$ cat src/rtl/alu_ctrl_pkg.sv
// alu_ctrl_pkg
// Shared definitions for the ALU-sharing arbiter: datapath widths, opcode
// encodings, the controller state enum and the per-opcode EXEC length.
package alu_ctrl_pkg;

  localparam int DATA_W = 16;
  localparam int OP_W   = 3;

  localparam logic [OP_W-1:0] OP_ADD     = 3'b000;
  localparam logic [OP_W-1:0] OP_SUB     = 3'b001;
  localparam logic [OP_W-1:0] OP_MUL     = 3'b010;
  localparam logic [OP_W-1:0] OP_DIV     = 3'b011;
  localparam logic [OP_W-1:0] OP_OR      = 3'b100;
  localparam logic [OP_W-1:0] OP_NOR     = 3'b101;
  localparam logic [OP_W-1:0] OP_NAND    = 3'b110;
  localparam logic [OP_W-1:0] OP_ILLEGAL = 3'b111;

  typedef enum logic [1:0] {
    IDLE = 2'd0,
    EXEC = 2'd1,
    RESP = 2'd2
  } state_e;

  // Number of cycles the operands are held on the ALU inputs for an opcode.
  // Multiply and divide get their configured multicycle windows, everything
  // else (including the illegal opcode) completes in one cycle.
  function automatic int unsigned op_cycles(input logic [OP_W-1:0] op,
                                            input int unsigned     mul_n,
                                            input int unsigned     div_n);
    int unsigned n;
    n = 1;
    if (op == OP_MUL) n = mul_n;
    if (op == OP_DIV) n = div_n;
    return n;
  endfunction

endpackage

$ cat src/rtl/rr_arbiter_2.sv
// rr_arbiter_2
// Two-way round-robin grant, purely combinational. The last-served pointer
// is held by the parent; this block only decides who wins this cycle.
//   valid0_i, valid1_i : requester valids
//   last_i             : index of the requester served most recently
//   grant_o            : one-hot grant (bit N = requester N), zero if none
module rr_arbiter_2 (
  input  logic       valid0_i,
  input  logic       valid1_i,
  input  logic       last_i,
  output logic [1:0] grant_o
);

  always_comb begin
    grant_o = 2'b00;
    if (valid0_i && valid1_i) begin
      // Tie goes to the requester that was not served last.
      grant_o = last_i ? 2'b01 : 2'b10;
    end else if (valid0_i) begin
      grant_o = 2'b01;
    end else if (valid1_i) begin
      grant_o = 2'b10;
    end
  end

endmodule

$ cat src/rtl/alu_arbiter.sv
// alu_arbiter
// Shares one external combinational 16-bit ALU between two requesters.
// A round-robin winner's operands/opcode are registered onto the ALU inputs
// and held for an opcode-dependent number of cycles, then the result with
// zero/error flags is returned to the winner over a valid/ready channel.
//   clk, rst_n                       : clock, async active-low reset
//   reqN_valid/_ready/_a/_b/_op      : request channel of requester N
//   respN_valid/_ready/_result/_zero/_err : response channel of requester N
//   alu_a, alu_b, alu_op             : registered ALU inputs
//   alu_result                       : combinational ALU output
module alu_arbiter
  import alu_ctrl_pkg::*;
#(
  parameter int MUL_CYCLES = 2,
  parameter int DIV_CYCLES = 4
) (
  input  logic              clk,
  input  logic              rst_n,

  input  logic              req0_valid,
  output logic              req0_ready,
  input  logic [DATA_W-1:0] req0_a,
  input  logic [DATA_W-1:0] req0_b,
  input  logic [OP_W-1:0]   req0_op,

  input  logic              req1_valid,
  output logic              req1_ready,
  input  logic [DATA_W-1:0] req1_a,
  input  logic [DATA_W-1:0] req1_b,
  input  logic [OP_W-1:0]   req1_op,

  output logic              resp0_valid,
  input  logic              resp0_ready,
  output logic [DATA_W-1:0] resp0_result,
  output logic              resp0_zero,
  output logic              resp0_err,

  output logic              resp1_valid,
  input  logic              resp1_ready,
  output logic [DATA_W-1:0] resp1_result,
  output logic              resp1_zero,
  output logic              resp1_err,

  output logic [DATA_W-1:0] alu_a,
  output logic [DATA_W-1:0] alu_b,
  output logic [OP_W-1:0]   alu_op,
  input  logic [DATA_W-1:0] alu_result
);

  localparam int CNT_MAX = (MUL_CYCLES > DIV_CYCLES) ? MUL_CYCLES : DIV_CYCLES;
  // Counter holds N-1 at most, so $clog2(CNT_MAX) bits suffice.
  localparam int CNT_W   = (CNT_MAX > 1) ? $clog2(CNT_MAX) : 1;

  state_e             state_q, state_d;
  logic [CNT_W-1:0]   cnt_q, cnt_d;
  logic               owner_q, owner_d;
  logic               last_q, last_d;
  logic [DATA_W-1:0]  a_q, a_d;
  logic [DATA_W-1:0]  b_q, b_d;
  logic [OP_W-1:0]    op_q, op_d;
  logic [DATA_W-1:0]  res_q, res_d;
  logic               zero_q, zero_d;
  logic               err_q, err_d;

  logic [1:0]         grant;
  logic [OP_W-1:0]    op_sel;
  logic               resp_rdy_sel;

  rr_arbiter_2 u_rr (
    .valid0_i (req0_valid),
    .valid1_i (req1_valid),
    .last_i   (last_q),
    .grant_o  (grant)
  );

  assign op_sel       = grant[1] ? req1_op : req0_op;
  assign resp_rdy_sel = owner_q ? resp1_ready : resp0_ready;

  always_comb begin
    state_d = state_q;
    cnt_d   = cnt_q;
    owner_d = owner_q;
    last_d  = last_q;
    a_d     = a_q;
    b_d     = b_q;
    op_d    = op_q;
    res_d   = res_q;
    zero_d  = zero_q;
    err_d   = err_q;

    case (state_q)
      IDLE: begin
        if (grant != 2'b00) begin
          owner_d = grant[1];
          a_d     = grant[1] ? req1_a : req0_a;
          b_d     = grant[1] ? req1_b : req0_b;
          op_d    = op_sel;
          cnt_d   = CNT_W'(op_cycles(op_sel, MUL_CYCLES, DIV_CYCLES) - 1);
          state_d = EXEC;
        end
      end

      EXEC: begin
        if (cnt_q == '0) begin
          // Error cases override the ALU value; zero is derived from the
          // captured result, so forced error results never flag zero.
          if (op_q == OP_ILLEGAL) begin
            res_d  = '0;
            zero_d = 1'b0;
            err_d  = 1'b1;
          end else if ((op_q == OP_DIV) && (b_q == '0)) begin
            res_d  = '1;
            zero_d = 1'b0;
            err_d  = 1'b1;
          end else begin
            res_d  = alu_result;
            zero_d = (alu_result == '0);
            err_d  = 1'b0;
          end
          last_d  = owner_q;
          state_d = RESP;
        end else begin
          cnt_d = cnt_q - CNT_W'(1);
        end
      end

      RESP: begin
        if (resp_rdy_sel) state_d = IDLE;
      end

      default: state_d = IDLE;
    endcase
  end

  always_ff @(posedge clk or negedge rst_n) begin
    if (!rst_n) begin
      state_q <= IDLE;
      cnt_q   <= '0;
      owner_q <= 1'b0;
      last_q  <= 1'b1;
      a_q     <= '0;
      b_q     <= '0;
      op_q    <= OP_ADD;
      res_q   <= '0;
      zero_q  <= 1'b0;
      err_q   <= 1'b0;
    end else begin
      state_q <= state_d;
      cnt_q   <= cnt_d;
      owner_q <= owner_d;
      last_q  <= last_d;
      a_q     <= a_d;
      b_q     <= b_d;
      op_q    <= op_d;
      res_q   <= res_d;
      zero_q  <= zero_d;
      err_q   <= err_d;
    end
  end

  // Readys are combinational from the valids; gating with rst_n keeps them
  // low while reset is asserted even if a requester holds valid high.
  assign req0_ready   = rst_n & (state_q == IDLE) & grant[0];
  assign req1_ready   = rst_n & (state_q == IDLE) & grant[1];

  assign resp0_valid  = (state_q == RESP) & ~owner_q;
  assign resp1_valid  = (state_q == RESP) &  owner_q;
  assign resp0_result = res_q;
  assign resp1_result = res_q;
  assign resp0_zero   = zero_q;
  assign resp1_zero   = zero_q;
  assign resp0_err    = err_q;
  assign resp1_err    = err_q;

  assign alu_a        = a_q;
  assign alu_b        = b_q;
  assign alu_op       = op_q;

endmodule

$ cat config.mk
export PLATFORM = sky130hd
export DESIGN_NAME = alu_arbiter
export DESIGN_NICKNAME = d
export VERILOG_FILES = /design/src/rtl/alu_ctrl_pkg.sv /design/src/rtl/rr_arbiter_2.sv /design/src/rtl/alu_arbiter.sv
export SDC_FILE = /design/constraint.sdc
export NUM_CORES = 1
export LEC_CHECK = 0
export ABC_AREA = 1
export BUFFER_PORTS_ARGS = -buffer_cell sky130_fd_sc_hd__buf_2
export CAP_MARGIN = 20
export CORE_MARGIN = 2
export CORE_UTILIZATION = 38
export CTS_CLUSTER_SIZE = 12
export DETAILED_ROUTE_END_ITERATION = 7
export PLACE_DENSITY = 0.79
export SLEW_MARGIN = 20
export SYNTH_ARGS = -nofsm -noshare
export SYNTH_HDL_FRONTEND = slang
export SYNTH_SLANG_ARGS = --single-unit
$ cat constraint.sdc
create_clock -name clk -period 3.3 [get_ports clk]
set_clock_uncertainty 0.1 [all_clocks]
set_input_delay 0.825 -clock clk [delete_from_list [all_inputs] [get_ports clk]]
set_output_delay 0.825 -clock clk [all_outputs]
set_load 0.005 [all_outputs]
After elaboration in Yosys (flattened, before gate mapping)
Index checks and enable logic that the tools add are counted.

storage, ports and cells
  register bits after elaboration = 59
  output and inout port bits = 75

cells by class
  muxes and demuxes = 25
  reductions and logical operators = 12
  bitwise logic cells = 6
  eq/ne operators = 10
  add/sub/neg operators = 2

operator list
  cell                                                                   number
  16-bit 2-to-1 mux                                                      4
  16-bit zero test                                                       2
  2-bit 2-to-1 mux                                                       13
  3-bit by 2-bit equality test with 1-bit output, second input constant  3
  2-bit inequality test, second input constant                           4
  2-bit one-hot mux with 3 select lines                                  1
  3-bit AND reduction                                                    2
  1-bit bitwise AND                                                      5
  1-bit 2-to-1 mux                                                       5
  2-bit zero test                                                        2
  2-bit one-hot mux with 2 select lines                                  1
  2-bit AND reduction                                                    2
  2-bit nonzero test                                                     2
  2-bit by 1-bit subtractor with 2-bit output, second input constant     2
  3-bit equality test, second input constant                             1
  3-bit 2-to-1 mux                                                       1
  2-bit by 1-bit equality test with 1-bit output, second input constant  1
  2-bit equality test, second input constant                             1
  1-bit logical AND                                                      2
  1-bit NOT                                                              1

Logic depth before layout (Yosys ltp)
  depth in word-level cells = 12
  gate-level depth with buffers = 9
  mapped depth without buffers = 8

Hierarchy
A second synthesis with hierarchy kept.

unflattened totals
  cell total of the unflattened synthesis = 403
  area, all modules = 3,040.4 µm²

modules (own cells, without submodules)
  module        sequential area each (µm²)  instances  area each (µm²)  cells an instance
  alu_arbiter   1,477.7                     1          3,019.1          398
  rr_arbiter_2  0.0                         1          21.3             5

Worst setup path before layout
Ideal clock, no wire load.

  kind = input to output
  start = in req0_valid
  end = out req1_ready
  buffers on the path = 2
  path slack = 0.870 ns
  stages = 5
  arrival time = 1.505 ns
  cell sequence = nand2_2 -> nand2_2 -> buf_4 -> buf_4 -> nor3_1

on the way
  cells in the longest elaborated chain, start to end = 3

RTL lines
  what                                                          line                                    text
  start, declared                                               alu_arbiter.sv:20                       input logic req0_valid,
  2-bit 2-to-1 mux / 1-bit logical AND (equally long branches)  rr_arbiter_2.sv:19, rr_arbiter_2.sv:16
  2-bit 2-to-1 mux *                                            rr_arbiter_2.sv:16                      if (valid0_i && valid1_i) begin
  1-bit bitwise AND *                                           alu_arbiter.sv:164                      assign req1_ready = rst_n & (state_q == IDLE) & grant[1];
  end, declared                                                 alu_arbiter.sv:27                       output logic req1_ready,

Every way passes the cells marked *; elsewhere a longest branch is shown, timed or not.

Final worst setup path
Ends and elaborated chain as after synthesis.

==> key figures <==
Cells and area
  • Commonest cells after routing, fill and taps aside: buf_2, nand2_1, dfrtp_1
  • Layout Nets: approximately 640
  • Area growth, synth to finish: 30.73%
  • Inserted Diodes: 0
  • Non-filler cells in the finished layout: approximately 650
  • Share of layout cells above drive strength 1: around 36%
  • Commonest non-fill, non-tap cell in the layout: buf_2

STA
  • Worst-margin pin slew: between 700 and 800 ps
  • Final setup fails: 0
  • Crit path time final: ~2300 ps
  • Setup TNS: 0 ps
  • Final worst path period share: between 60% and 70%
  • Final max-slew violation count: 0
  • Final Hold Vio Count: 0
  • RSZ-0062 raised after global routing: false
  • F_max: 439.2 MHz
  • Slew Limit Headroom: about half

Placement
  • Port bufs: ~170
  • GPL Wtd Cong: ~0.84
  • Post-Place Cells: 638
  • DP HPWL: between 6 and 7 mm

Logic synthesis
  • Synth top area share: between 40% and 50%
  • Synthesized area per cell: just under 8 um2
  • Sequential element share of the synthesized area: about 48%
  • Syn_nets: 497
  • Top post-synthesis cells by area: dfrtp_1, nand2_1, a31oi_1
  • Synth Cell Area: slightly above 3000 um2
  • FF+latch count, synth: 59
  • Synth warnings: 0
  • Netlist cell types: 24
  • Largest area contributor in the netlist: dfrtp_1
  • Post-Synthesis Cells: 405

Clock tree
  • Post-CTS Setup Inserts: 0
  • Clk buf depth: 2
  • H-tree levels: 3
  • Post-cts resize count: 0
  • Clk slew on worst S/H paths: approximately 60 ps
  • Root buffer cell: clkbuf_8
  • Num CTS Buffers: 9
  • Clk sink count: just under 60
  • Cts hold-fix bufs: 0
  • Skew-Pair Late Insertion Delay: 320 ps
  • TritonCTS clock tree: built

Worst setup path
  • Startpoint class of the critical path: input pin
  • R2R setup slack: between 1000 and 1500 ps
  • Critical Path Source: req0_valid
  • WP data required: approximately 2400 ps
  • CP arrival: roughly 1400 ps
  • CP Class: input pin to primary output
  • Critical Path Fanout Max: 3
  • CP endpoint kind: primary output
  • Worst R2R Start: state_q[1]$_DFFE_PN0P_

Global route
  • Initial antenna violation count: 1
  • Vias in the first global route: around 3000
  • GRT Total Usage: about 20%
  • GRT Residual Overflow: 0
  • Pin count of the biggest net entering global routing: between 60 and 70
  • Global-route wire length before repair: approximately 14 mm

Floorplan
  • Die width: 94.48 um
  • Die H: ~94 um
  • Area of the die: a little under 9000 um2
  • Number of I/O pins: around 170
  • Core region area: a little under 8000 um2
  • Initial Util: between 30% and 40%
  • Rows: 32

Power
  • PwrDens: approximately 860 nW/um2
  • Sequential fraction of design power: between 30% and 40%
  • Internal cell power: around 0.0021 W
  • Combinational share of power: 41.9%
  • Leak pwr: approximately 2.2 nW
  • Switch Pwr: approximately 0.0014 W
  • Clock power share: around a fifth
  • Peak VDD IR: 0.0002898 V
  • Switch share: slightly below 40%
  • Total power: 0.003488 W

Route
  • Vias per inst: approximately 4.9
  • Drt total wl: just under 9 mm
  • Initial DRC count: 122
  • DRT Pass-1 Iters: 4
  • Final antenna-violating net count: 0
  • DRC: 0
  • Wirelength per Cell: approximately 13 um
  • Via count: about 3200

Worst hold path
  • HP Class: flip-flop to flip-flop
  • HP Start: resp0_result[13]$_DFFE_PN0P_

Job
  • # Max-Cap Violations: 0

Status
  • Status: finished clean
==> cell families (layout without fill, tap and decap cells) <==
| family | Yosys count | after routing | synth area share (%) |
|---|---|---|---|
| simple gates | 227 | 227 | 30.85 |
| buf+inv | 72 | 217 | 12.15 |
| flops | 59 | 59 | 47.51 |
| compound gates | 47 | 47 | 9.493 |
==> layout make-up <==
cell class	instances	area (um2)
Clock buffer	12	165.2
Clock inverter	2	35.03
Fill cell	788	3781
Inverter	32	120.1
Multi-Input combinational cell	274	1260
Sequential cell	59	1478
Tap cell	102	127.6
Timing Repair Buffer	171	880.8
==> metal layers <==
layer / GRT usage (%) / part of all wire (%) / routed length (um) / up-vias
met1: 24.70 / 43 / 3771 / 1445
li1: - / - / - / 1581
met4: 5.797 / 0.95 / 84 / 2
met2: 33.93 / 47 / 4105 / 143
met3: 5.427 / 9.3 / 822 / 10
met5: 0 / 0.18 / 16 / -
==> final timing paths <==
| path | end | cells past startpoint |
|---|---|---|
| worst min register to register | resp0_result[13]$_DFFE_PN0P_ | 2 |
| worst max register to register | resp0_zero$_DFFE_PN0P_ | 7 |
| min in group asynchronous | resp0_result[3]$_DFFE_PN0P_ | 2 |
| worst min-delay path | resp0_result[13]$_DFFE_PN0P_ | 2 |
| max in group asynchronous | resp0_result[15]$_DFFE_PN0P_ | 2 |
| worst max-delay path | req1_ready | 5 |
==> cells in the mapped netlist (all sizes together) <==
cell    instances
dfstp           1
buf            30
nand4           3
nand3          42
nand2         125
clkbuf         10
dfrtp          58
o21ai           7
a21oi           4
nor2           49
a31oi          36
nand3b          1
nor3            7
inv            32
==> power groups by stage <==
stage / Sequential [W] / Combinational, W / Clock [W]
after floorplan: 0.00136 / 0.000931 / 0
after global placement: 0.00136 / 0.00143 / 0
after detailed placement: 0.00137 / 0.00148 / 0
after CTS: 0.00136 / 0.00148 / 0.000680
after global routing: 0.00141 / 0.00166 / 0.000714
final: 0.00136 / 0.00146 / 0.000666
==> metrics by stage <==
step                      setup WS [ps]  util, %  hold slack (ps)  area (um2)
final                              1023    51.82            398.7        4066
after detailed placement          892.7    49.27            383.9        3866
after global placement            990.9    49.27            376.0        3866
after global routing              943.3    51.82            421.4        4066
after floorplan                   869.9        -            381.9        3110
after CTS                          1001    51.82            401.3        4066
==> registers in the layout (all words and copies together), names as in the netlist <==
| signal | flops |
|---|---|
| resp0_result | 16 |
| alu_b | 16 |
| state_q | 2 |
| alu_a | 16 |
| resp0_zero | 1 |
| owner_q | 1 |
| cnt_q | 2 |
| last_q | 1 |
| resp0_err | 1 |
| alu_op | 3 |
==> critical path, cell delays in order <==
cell and delay (ps):
buf_2 130, nand2_2 70, nand2_2 50, nor3_1 140
buf_2 140
No activity file was read; power rests on OpenSTA's default activity.
